### src/rtl/ps2_host_tx.sv
// ps2_host_tx
// Host-to-device PS/2 transmitter. Sends one command byte to the device
// over the open-collector clock and data lines. The sequence is: clock
// inhibit, request-to-send (data low), device-clocked shifting of 8 data
// bits LSB first, odd parity, stop, and the device ACK bit.
//
// Parameters:
//   INHIBIT_CYCLES - clk cycles the PS/2 clock is held low before RTS
//   TIMEOUT_CYCLES - max clk cycles allowed between device falling edges
//
// Ports:
//   clk          in   system clock
//   rst          in   asynchronous reset, active low
//   tx_data[7:0] in   byte to send, captured on the accept cycle
//   tx_start     in   send request, honoured only while tx_busy is low
//   ps2_clk_in   in   raw PS/2 clock pad
//   ps2_data_in  in   raw PS/2 data pad
//   ps2_clk_oe   out  1 pulls the clock pad low
//   ps2_data_oe  out  1 pulls the data pad low
//   tx_busy      out  high from the accept cycle until back in IDLE
//   tx_done      out  one-cycle pulse on successful completion
//   tx_err       out  one-cycle pulse on timeout (or NACK, see below)
//
// Build option:
//   PS2_TX_ACK_CHECK_EN - when defined, a NACK (data high at the 11th
//   device falling edge) ends the frame with tx_err instead of tx_done.

module ps2_host_tx #(
    parameter int INHIBIT_CYCLES = 12000,
    parameter int TIMEOUT_CYCLES = 1500000
) (
    input  logic       clk,
    input  logic       rst,
    input  logic [7:0] tx_data,
    input  logic       tx_start,
    input  logic       ps2_clk_in,
    input  logic       ps2_data_in,
    output logic       ps2_clk_oe,
    output logic       ps2_data_oe,
    output logic       tx_busy,
    output logic       tx_done,
    output logic       tx_err
);

    typedef enum logic [2:0] {
        IDLE,
        INHIBIT,
        SHIFT,
        ACK,
        WAIT_IDLE
    } state_t;

    state_t      state;
    state_t      state_next;

    logic        clk_meta;
    logic        clk_sync;
    logic        clk_prev;
    logic        data_meta;
    logic        data_sync;
    logic        fe;

    logic [9:0]  frame;
    logic [3:0]  bit_cnt;
    logic [31:0] inhibit_cnt;
    logic [31:0] gap_cnt;
    logic        data_oe_q;
    logic        done_q;
    logic        err_q;
    logic        timeout;

    logic        frame_load;
    logic        inhibit_end;
    logic        shift_bit;
    logic        finish_ok;
    logic        finish_err;

`ifdef PS2_TX_ACK_CHECK_EN
    logic        ack_ok;
`endif

    assign fe      = clk_prev & ~clk_sync;
    assign timeout = (gap_cnt == TIMEOUT_CYCLES);

    // The clock line is pulled low only while inhibiting, so it can follow
    // the state register directly and is released the instant reset hits.
    assign ps2_clk_oe  = (state == INHIBIT);
    assign ps2_data_oe = data_oe_q;
    assign tx_busy     = (state != IDLE);
    assign tx_done     = done_q;
    assign tx_err      = err_q;

    // State register.
    always_ff @(posedge clk or negedge rst) begin
        if (!rst) begin
            state <= IDLE;
        end else begin
            state <= state_next;
        end
    end

    // Next-state logic and one-cycle control strobes for the datapath.
    always_comb begin
        state_next  = state;
        frame_load  = 1'b0;
        inhibit_end = 1'b0;
        shift_bit   = 1'b0;
        finish_ok   = 1'b0;
        finish_err  = 1'b0;

        unique case (state)
            IDLE: begin
                if (tx_start) begin
                    frame_load = 1'b1;
                    state_next = INHIBIT;
                end
            end

            INHIBIT: begin
                if (inhibit_cnt == INHIBIT_CYCLES - 1) begin
                    inhibit_end = 1'b1;
                    state_next  = SHIFT;
                end
            end

            SHIFT: begin
                if (timeout) begin
                    finish_err = 1'b1;
                    state_next = IDLE;
                end else if (fe) begin
                    shift_bit = 1'b1;
                    // The edge with n = 9 drives the stop bit; the next
                    // falling edge belongs to the device ACK.
                    if (bit_cnt == 4'd9) begin
                        state_next = ACK;
                    end
                end
            end

            ACK: begin
                if (timeout) begin
                    finish_err = 1'b1;
                    state_next = IDLE;
                end else if (fe) begin
                    state_next = WAIT_IDLE;
                end
            end

            WAIT_IDLE: begin
                if (timeout) begin
                    finish_err = 1'b1;
                    state_next = IDLE;
                end else if (clk_sync && data_sync) begin
                    state_next = IDLE;
`ifdef PS2_TX_ACK_CHECK_EN
                    finish_ok  = ack_ok;
                    finish_err = ~ack_ok;
`else
                    finish_ok  = 1'b1;
`endif
                end
            end

            default: begin
                state_next = IDLE;
            end
        endcase
    end

    // Datapath: pad synchronisers, frame shifter, counters and the
    // registered data drive and completion pulses.
    always_ff @(posedge clk or negedge rst) begin
        if (!rst) begin
            clk_meta    <= 1'b1;
            clk_sync    <= 1'b1;
            clk_prev    <= 1'b1;
            data_meta   <= 1'b1;
            data_sync   <= 1'b1;
            frame       <= '0;
            bit_cnt     <= '0;
            inhibit_cnt <= '0;
            gap_cnt     <= '0;
            data_oe_q   <= 1'b0;
            done_q      <= 1'b0;
            err_q       <= 1'b0;
`ifdef PS2_TX_ACK_CHECK_EN
            ack_ok      <= 1'b0;
`endif
        end else begin
            clk_meta  <= ps2_clk_in;
            clk_sync  <= clk_meta;
            clk_prev  <= clk_sync;
            data_meta <= ps2_data_in;
            data_sync <= data_meta;

            done_q <= finish_ok;
            err_q  <= finish_err;

            if (frame_load) begin
                frame       <= {1'b1, ~^tx_data, tx_data};
                bit_cnt     <= '0;
                inhibit_cnt <= '0;
            end else if (state == INHIBIT) begin
                inhibit_cnt <= inhibit_cnt + 32'd1;
            end

            // Gap counter only runs while waiting on the device; it stays
            // parked otherwise and is cleared again when SHIFT is entered.
            if (inhibit_end || fe) begin
                gap_cnt <= '0;
            end else if (state == SHIFT || state == ACK || state == WAIT_IDLE) begin
                gap_cnt <= gap_cnt + 32'd1;
            end

            // Start bit goes out as the clock is released; afterwards each
            // device falling edge presents the next frame bit. A 1 bit
            // (including stop) means the line is released.
            if (inhibit_end) begin
                data_oe_q <= 1'b1;
            end else if (shift_bit) begin
                data_oe_q <= ~frame[0];
                frame     <= {1'b0, frame[9:1]};
                bit_cnt   <= bit_cnt + 4'd1;
            end else if (finish_ok || finish_err) begin
                data_oe_q <= 1'b0;
            end

`ifdef PS2_TX_ACK_CHECK_EN
            if (state == ACK && fe) begin
                ack_ok <= ~data_sync;
            end
`endif
        end
    end

endmodule

### config.mk
export PLATFORM = sky130hd
export DESIGN_NAME = ps2_host_tx
export DESIGN_NICKNAME = d
export VERILOG_FILES = /design/src/rtl/ps2_host_tx.sv
export SDC_FILE = /design/constraint.sdc
export NUM_CORES = 1
export LEC_CHECK = 0
export ABC_AREA = 1
export CORE_MARGIN = 2
export CORE_UTILIZATION = 40
export CTS_CLUSTER_DIAMETER = 40
export DETAILED_ROUTE_END_ITERATION = 6
export SYNTH_ARGS = -nofsm -noshare
export SYNTH_HDL_FRONTEND = slang
export SYNTH_SLANG_ARGS = --single-unit
export TNS_END_PERCENT = 100
### constraint.sdc
create_clock -name clk -period 2.29 [get_ports clk]
set_clock_uncertainty 0.15 [all_clocks]
set_input_delay 0.458 -clock clk [delete_from_list [all_inputs] [get_ports clk]]
set_output_delay 0.458 -clock clk [all_outputs]
set_load 0.01 [all_outputs]
# == After elaboration in Yosys (flattened, before gate mapping) ==
# Index checks and enable logic that the tools add are counted.
# classes
bitwise,3
addsub,3
mux,35
n_eq_ne,13
reduce_logical,13
# ops
op,count
$mux 32,4
$add 32x1->32 const B,2
$eq 32x14->1 const B,1
$eq 32x21->1 const B,1
$mux 10,3
$mux 3,9
$mux 1,15
$pmux 3 s5,1
$mux 4,3
$ne 3x3->1 const B,4
$reduce_xnor 8->1,1
$eq 3x2->1 const B,2
$reduce_and 6->1,1
$reduce_bool 3->1,2
$add 4x1->4 const B,1
$eq 4x4->1 const B,1
$logic_or 1x1->1,4
$reduce_bool 2->1,2
$eq 3x1->1 const B,1
$eq 3x3->1 const B,1
$logic_not 3->1,1
$reduce_or 3->1,1
$ne 2x1->1 const B,1
$ne 2x2->1 const B,1
other kinds (3),4
# word_totals
out_inout_bits,5
in_bits,13
ff_bits,89
word_cells,80

# == Longest topological paths before layout ==
# Gate-level depths: netlist of the first run.
# depth
depth_word,8
depth_mapped,11
depth_no_buf,11

# == Worst setup path before layout of the first run ==
# No wires, ideal clock.
# synth_timing
path_kind,register to register
startpoint,register inhibit_cnt[0]
endpoint,register gap_cnt[0]
slack_ns,0.515
arrival_ns,1.508
n_path_buf,1
path_stages_with_launch,12
required_time_ns,2.023
synth_period_minus_slack_ns,1.775
setup_ns,0.117
path_cell_list,dfrtp_1 -> ha_1 -> nand2_2 -> nor2_4 -> nand3_2 -> nor2_4 -> nand3_4 -> nand2_4 -> inv_4 -> buf_6 -> nand3_2 -> nand2_1
# synth_between
elab_chain_len,5
word_cells_on_any_way,6
classes_between,eq/ne (1); mux (3); reduce/logical (2)
# synth_rtl
element,line_no,rtl
from (decl),65,logic [31:0] inhibit_cnt;
from (signal assigned),204,inhibit_cnt <= inhibit_cnt + 32'd1;
$eq 32x14->1 *,120,if (inhibit_cnt == INHIBIT_CYCLES - 1) begin
$mux 1 *,120,
$mux 1 *,111,unique case (state)
$logic_or 1x1->1 *,209,if (inhibit_end || fe) begin
$mux 32 or $reduce_bool 2->1 (tied branches),n/a,
to (signal assigned),212,gap_cnt <= gap_cnt + 32'd1;
to (decl),66,logic [31:0] gap_cnt;
# Mark *: on every way between the ends. The rest lies on a longest branch, timed or not.
# A chain may end at the register's enable or synchronous reset.

# == Final worst setup path of the first run ==
# layout_timing
startpoint,register state[2]
endpoint,output port ps2_clk_oe
# layout_between
elab_chain_len,1
# layout_rtl
element,line_no,rtl
from (decl),53,state_t state;
from (signal assigned),98,state <= state_next;
$eq 3x1->1,87,assign ps2_clk_oe = (state == INHIBIT);
to (decl),38,"output logic ps2_clk_oe,"
# No other way between the ends.

==> results, run 1 <==
- The flow ran to the end, and the final reports show no timing, DRC or antenna violations.
- The half-perimeter wire length after detailed placement is 10.94 mm.
- Clock tree synthesis found a total of 89 sinks.
- The most common cell in the netlist is nand2_1.
- The via total after detailed routing is 5407.
- The floorplan step defined a die boundary enclosing 15450 um2.
- At the pin with the least slew margin, the transition time is 427.8 ps.
- For this run, the total global-route usage over all layers was measured as 0.1941.
- The largest area contributor in the netlist is dfrtp_1.
- The insertion delay of the later-clocked pin in the worst-skew pair is 350 ps.
- A synthesized cell averages 6.528 um2.
- The share of power burned in the clock network is 0.312.
- The number of setup violations in the final report is 0.
- The worst hold path terminates at clk_sync.
- The number of global-route vias before repair is 5224.
- No sink is reached through more buffers than the 2 on the longest clock path.
- The H-tree level count is 3.
- The number of antenna violations at the first check in global routing is 0.
- The number of clock buffers inserted by TritonCTS is 9.
- The share of cell area taken by muxes after synthesis is 0.
- The first routing iteration left 337 violations.
- Measured against its own limit, the worst slew margin works out to 0.7148.
- By area, the combinational part of the netlist is dominated by simple AND/OR/NAND/NOR gates.
- Entering global routing, the biggest net connects 32 pins.
- The number of antenna diodes in the final layout is 0.
- The data required time of the worst path is 1680 ps.
- The static leakage power is 3.132 nW.
- The die height is 124.3 um.
- The setup check on the worst reg-to-reg path leaves a slack of 300 ps.
- The worst hold path belongs to the class flip-flop to flip-flop.
- Of the total synthesized cell area, the portion taken by XOR and XNOR cells is 0.02420.
- In the finished design, the share of the clock period the worst path needs comes to 0.9644.
- For this design the top-level I/O count stands at 18.
- The clock tree from TritonCTS is built.
- The pre-CTS setup slack is 232.3 ps.
- The async set-or-reset flop fraction in the synthesized netlist is 1.000.
- Synthesis produced a netlist with a net count of 905.
- CTS placed an instance of clkbuf_16 at the clock tree root.
- The critical path goes through inv_1 -> nand3_4 -> inv_2 -> clkdlybuf4s50_1.
- The core area is 13990 um2.
- Of the cells placed in the final design, the portion with a size suffix greater than 1 is 0.08639.
- On the critical path, the stage with the largest delay is an instance of clkdlybuf4s50_1.
- The tool flagged a number of max-cap violations equal to 0.
- In the final routed layout, each cell accounts on average for 12.92 um.
- Setup repair after global routing left no endpoint under its margin.
- The internal power of the cells is 0.003149 W.
- By area the synthesized netlist is led by dfrtp_1, nand2_1, nor2_1.
- Of the total power, the share spent switching nets is 0.3646.
- The count of buffers added on input and output ports is 17.
- The share of total power dissipated in combinational logic is 0.306.
- The signal arrival time at the worst endpoint is 1600 ps.
- The category of the worst setup path launch point is a flip-flop.
- The total overflow left after global routing is 0.
- Dividing total power by cell area gives a power density of 749.8 nW/um2.
- The critical path endpoint category is an output pin.
- The final count of hold timing violations is 0.
- The cell area after placement is 6269 um2.
- The share of synthesized area in the top cell type comes to 0.3630.
- The number of enable-type register cells in the synthesized netlist is 0.
- Summed over all failing endpoints, the final setup total negative slack is 0 ps.
- The floorplan has 43 rows.
- The portion of total power attributed to sequential cells is 0.383.
- In this design, the stage delay of the slowest critical-path cell is 520 ps.
- The layout overhead on the synthesized area is 14.13%.
- The startpoint identified for the worst register-to-register timing path is gap_cnt[1].
- By startpoint and endpoint, the worst setup path is classified as flip-flop to output pin.
- The most used flip-flop cell after synthesis is dfrtp_1.
- For this run, the post-layout net count is 939.
- The die is 124.3 um wide.
- The number of max-slew violations in the final report is 0.
- By count the netlist is led by nand2_1, nor2_1, inv_1.
- The hold path startpoint is clk_meta.
- The worst vdd rail ir drop is 632.3 uV.
- The number of distinct standard cells referenced by the synthesized netlist is 41.
- The pre-antenna-repair detailed-routing pass consisted of 5 iterations.
- The Yosys warning count is 0.
- The synthesized-area fraction occupied by and/or/nand/nor cells is 0.4598.
- The clock period minus worst slack is 2208 ps.
- The worst register-to-register path has a depth of 10.
- Once layout is done, the placed cells without fillers occupy 6609 um2.
- The worst hold path was traced through 0 stages.
- In the synthesized netlist, the number of instances is 887.
- The area fraction in compound gates after synthesis is 0.04581.
- The synthesized cell area is 5791 um2.
- The clock input transition at the sequential cells of the worst setup and hold paths is 70 ps.
- The sequential share of the synthesized area is 0.3857.
- The slack of the critical path is 81.57 ps.
- The antenna violation net count after detailed routing is 0.
- The adder and majority gate portion of the synthesized area is 0.01080.
- For this configuration, the core starts out at a cell density of 0.4140.
- The maximum clock frequency is 452.8 MHz.
- The congestion estimate from routability-driven global placement came to 0.8973.
- The number of design rule violations left after detail routing is 0.
- The synthesized design contains 89 register bits.
- Of all nets on the critical path, the largest fanout is 6.
- The power spent charging and discharging nets is 0.001807 W.
- In this run the critical register-to-register path is captured at gap_cnt[16].
- The global-route wire length before repair is 24.83 mm.
- In the routed layout, each cell is associated on average with a via count of 4.889.
- The total routed wirelength is 14.28 mm.
[power by group through the flow]
stage | Clock [W] | Sequential, W | Combinational [W]
6_report | 0.00154 | 0.00190 | 0.00151
5_1_grt | 0.00165 | 0.00192 | 0.00172
4_1_cts | 0.00159 | 0.00189 | 0.00151
3_5_place_dp | 0 | 0.00192 | 0.00150
3_3_place_gp | 0 | 0.00192 | 0.00151
2_1_floorplan | 0 | 0.00189 | 0.00103
[kinds of logic after synthesis]
logic type      count (synthesis)
compound gates                 48
xor+xnor                       16
fa+ha+maj                       5
buf+inv                       107
flops                          89
simple gates                  622
[state kept, by name, summed over array words and instances (netlist names)]
name and count:
clk_prev 1, gap_cnt 32, clk_meta 1, ps2_data_oe 1, bit_cnt 4, state 3, tx_err 1, tx_done 1
data_sync 1, data_meta 1, frame 10, inhibit_cnt 32, clk_sync 1
[worst max-delay path by stage]
stage,from,to,slack [ps],cells past startpoint
after floorplan,inhibit_cnt[0],gap_cnt[0],510,11
after global placement,tx_start,inhibit_cnt[7],270,7
after detailed placement,gap_cnt[0],frame[8],230,10
after CTS,state[1],ps2_clk_oe,6,4
after global routing,state[1],ps2_clk_oe,9,4
final,state[2],ps2_clk_oe,80,4
[metrics by stage]
stage	instances	utilization	total power, W	hold slack [ps]
floorplan	887	-	0.002912	12.41
global placement	1089	0.4481	0.003427	195.8
detailed placement	1089	0.4481	0.003424	196.8
CTS	1106	0.4712	0.004995	207.8
global route	1106	0.4725	0.005288	211.9
finish	1106	0.4725	0.004955	207.3
[cell usage in the layout, fill, tap and decap left out, types with 8 or more instances in the layout]
cell,Yosys,routed
nand3_1,53,53
dfrtp_1,84,84
buf_4,2,16
clkbuf_16,0,9
inv_2,8,8
o21ai_0,21,21
xor2_1,10,10
a21oi_1,15,15
clkdlybuf4s50_1,0,16
nand4_1,15,15
nor3_1,14,14
nand2_1,340,340
nor2_1,160,159
nand3_2,12,10
inv_1,86,86
[worst max-delay path: cells and delay by family (launching register included)]
family / cells / cell delay [ps]
flops: 1 / 410
simple gates: 1 / 120
buf+inv: 3 / 720
[area by class of cell]
class                           count  area (um2)
Fill cell                        1477        7380
Multi-Input combinational cell    691        3148
Sequential cell                    89        2233
Inverter                           95       359.1
Timing Repair Buffer               35       330.3
Clock buffer                        9       225.2
Tap cell                          180       225.2
Clock inverter                      7       87.58
[repair_timing]
item | 4_1_cts | 5_1_grt
setup endpoints to repair | 0 | 8
hold buffers | 1 | 0
gates resized for setup | 0 | 3
endpoints found under the hold margin | 24 | 0
buffers inserted | 0 | 0
[layer usage]
metal  global-route usage  vias up  wire, um
li1                     -     2840         -
met1               0.2721     2473      7118
met2               0.3118       81      6547
met3              0.03308       13       446
met4              0.05155        0       172
met5                    0        -         0
No activity file was read; power rests on OpenSTA's default activity.
==> run 2, diff against run 1 <==
- CTS_BUF_LIST: default -> sky130_fd_sc_hd__clkbuf_8
==> results, run 2 (synthesized netlist as in run 1, its figures left out) <==
- The post-route non-filler standard cell count was 1107 (+0.090%).
- The half-perimeter wire length after detailed placement is 10.94 mm (unchanged).
- The static leakage power is 3.090 nW (-1.3%).
- The filler cell count is 1492 (+1.0%).
- The die height came to 124.3 um (unchanged).
- The post-route standard cell area excluding fillers is 6516 um2 (-1.4%).
- The power spent charging and discharging nets is 0.001766 W (-2.3%).
- The global-route wire length before repair is 24.74 mm (-0.36%).
- The run finished with clean final reports.
- The most common library cell in the layout ignoring fill and taps is nand2_1.
- The slew at the pin with the worst max-slew slack was 427.7 ps (-0.09024 ps).
- The internal power of the cells is 0.002817 W (-11%).
- The slack of the critical path is 77.14 ps (-4.425 ps).
- The mean number of vias per cell was 4.892 (about the same).
- The last weighted congestion value of the routability-driven placer came to 0.8973 (unchanged).
- The maximum clock frequency is 451.9 MHz (-0.20%).
- The effective utilization at floorplan came to 0.4140 (unchanged).
- The core area is 13990 um2 (unchanged).
- The overall fraction of global-route tracks in use is 0.1936 (-0.0005507).
- The relative slew slack is 0.7148 (about the same).
- The final count of hold timing violations is 0 (unchanged).
- The data required time of the worst path is 1680 ps (about the same).
- The count of placed standard cells including taps is 1089 (unchanged).
- The insertion delay of the later-clocked pin in the worst-skew pair is 380 ps (+30 ps).
- The fraction of final layout cells with drive strength greater than 1 is 0.08954 (+0.003143).
- The largest registers in the layout are gap_cnt x32, inhibit_cnt x32, frame x10.
- The area used by sequential logic in the layout is 2235 um2 (about the same).
- In the layout the commonest cells are nand2_1, nor2_1, inv_1.
- The number of port buffers is 17 (unchanged).
- The detailed-route wire length per cell is 12.89 um (-0.19%).
- Setup repair after global routing left no endpoint under its margin.
- The via total after detailed routing is 5415 (+0.15%).
- The clock tree buffer depth is 2 (unchanged).
- By startpoint and endpoint, the worst setup path is classified as flip-flop to output pin.
- The largest net degree at the start of global routing is 32 (unchanged).
- The maximum net fanout on the critical path is 5 (-1).
- The number of global-route vias before repair was 5236 (+0.23%).
- The clock period minus worst slack was 2213 ps (+4.425 ps).
- The antenna violation net count after detailed routing is 0 (unchanged).
- The horizontal extent of the die is 124.3 um (unchanged).
- The share of power burned in the clock network is 0.252 (-0.060).
- The count of standard-cell rows is 43 (unchanged).
- The number of setup violations in the final report came to 0 (unchanged).
- Relative to the synthesized area, the layout overhead comes to 12.53%.
- The number of antenna violations at the first check in global routing is 0 (unchanged).
- The worst vdd rail ir drop is 477.9 uV (-24%).
- The global-route congestion overflow total is 0 (unchanged).
- The share of the clock period used by the worst path is 0.9663 (+0.001932).
- The number of design rule violations left after detail routing is 0 (unchanged).
- The cell chosen for the clock root is clkbuf_8.
- The portion of total power attributed to sequential cells is 0.414 (+0.031).
- The final-layout worst hold slack is 211.3 ps (+4.042 ps).
- The iteration count of the initial detailed-routing pass is 5 (unchanged).
- The area of combinational cells with multiple inputs was 3148 um2 (unchanged).
- The antenna diode count came to 0 (unchanged).
- The fraction of power spent switching nets is 0.3853 (+0.02068).
- The H-tree level count is 3 (unchanged).
- The number of maximum-capacitance violations was 0 (unchanged).
- The path class of the tightest hold or removal check is flip-flop to flip-flop.
- The clock input transition at the sequential cells of the worst setup and hold paths came to 100 ps (+30 ps).
- The final total negative setup slack is 0 ps (unchanged).
- The share of power burned in combinational logic is 0.334 (+0.028).
- The I/O pin total is 18 (unchanged).
- The clock tree from TritonCTS is built.
- The die area is 15450 um2 (unchanged).
- The category of the worst setup path launch point is a flip-flop.
- The total routed wirelength is 14.27 mm (about the same).
- The worst setup path is captured at an output pin.
- The number of DRC markers after the initial detailed-route iteration is 326 (-3.3%).
- The number of clock buffers inserted by TritonCTS is 9 (unchanged).
- The number of max-slew violations in the final report was 0 (unchanged).
- The net count of the finished layout was 940 (+0.11%).
- The cell area after placement is 6269 um2 (unchanged).
- The signal arrival time at the worst endpoint is 1600 ps (about the same).
- The number of clock sinks is 89 (unchanged).
- The pre-CTS setup slack was 232.3 ps (unchanged).
- The total power divided by cell area is 703.3 nW/um2 (-6.2%).
[run 2: changes by cell type in the layout (fill, tap and decap cells not counted), sizes merged]
cell  change
buf       +1
[run 2: through the flow]
stage	util	total power [W]
global placement	0.4481	0.003427
CTS	0.4647	0.004622
global route	0.4658	0.004919
finish	0.4658	0.004583
detailed placement	0.4481	0.003424
floorplan	-	0.002912
[run 2: final timing paths]
check	startpoint	endpoint	slack, ps	cells past startpoint
max in group asynchronous	rst	state[0]	1050	3
min	clk_meta	clk_sync	210	0
max reg2reg	gap_cnt[1]	gap_cnt[16]	300	10
min reg2reg	clk_meta	clk_sync	210	0
max	state[0]	tx_busy	80	3
min in group asynchronous	rst	inhibit_cnt[2]	410	2
[run 2: worst max-delay path, cell delays in order (launching register included)]
cell and delay (ps):
dfrtp_2 460, nor2_2 140, nand2_1 130, clkdlybuf4s50_1 500
[run 2: per-layer routing]
metal  vias to the layer above  share of wire  global-route usage
met5                         -              0                   0
met1                      2481           0.50              0.2702
met3                        10          0.038             0.03909
met2                        89           0.46              0.3112
met4                         0          0.010             0.04428
li1                       2835              -                   -
[run 2: layout make-up]
class                           instances  share of cell area
Tap cell                              180             0.03456
Sequential cell                        89              0.3429
Timing Repair Buffer                   36             0.05184
Inverter                               95             0.05511
Multi-Input combinational cell        691              0.4831
Clock buffer                            9             0.01901
Clock inverter                          7             0.01344
[run 2: power groups by stage]
stage | clock network, W | logic (W) | registers (W)
6_report | 0.00116 | 0.00153 | 0.00190
4_1_cts | 0.00120 | 0.00153 | 0.00190
2_1_floorplan | 0 | 0.00103 | 0.00189
3_5_place_dp | 0 | 0.00150 | 0.00192
3_3_place_gp | 0 | 0.00151 | 0.00192
5_1_grt | 0.00127 | 0.00174 | 0.00192
[run 2: repair_timing]
action	4_1_cts	5_1_grt
cloned	0	0
setup buffers	0	1
endpoints found under the setup margin	1	7
gates resized for setup	2	3
hold endpoints to repair	24	0
hold buffers	1	0
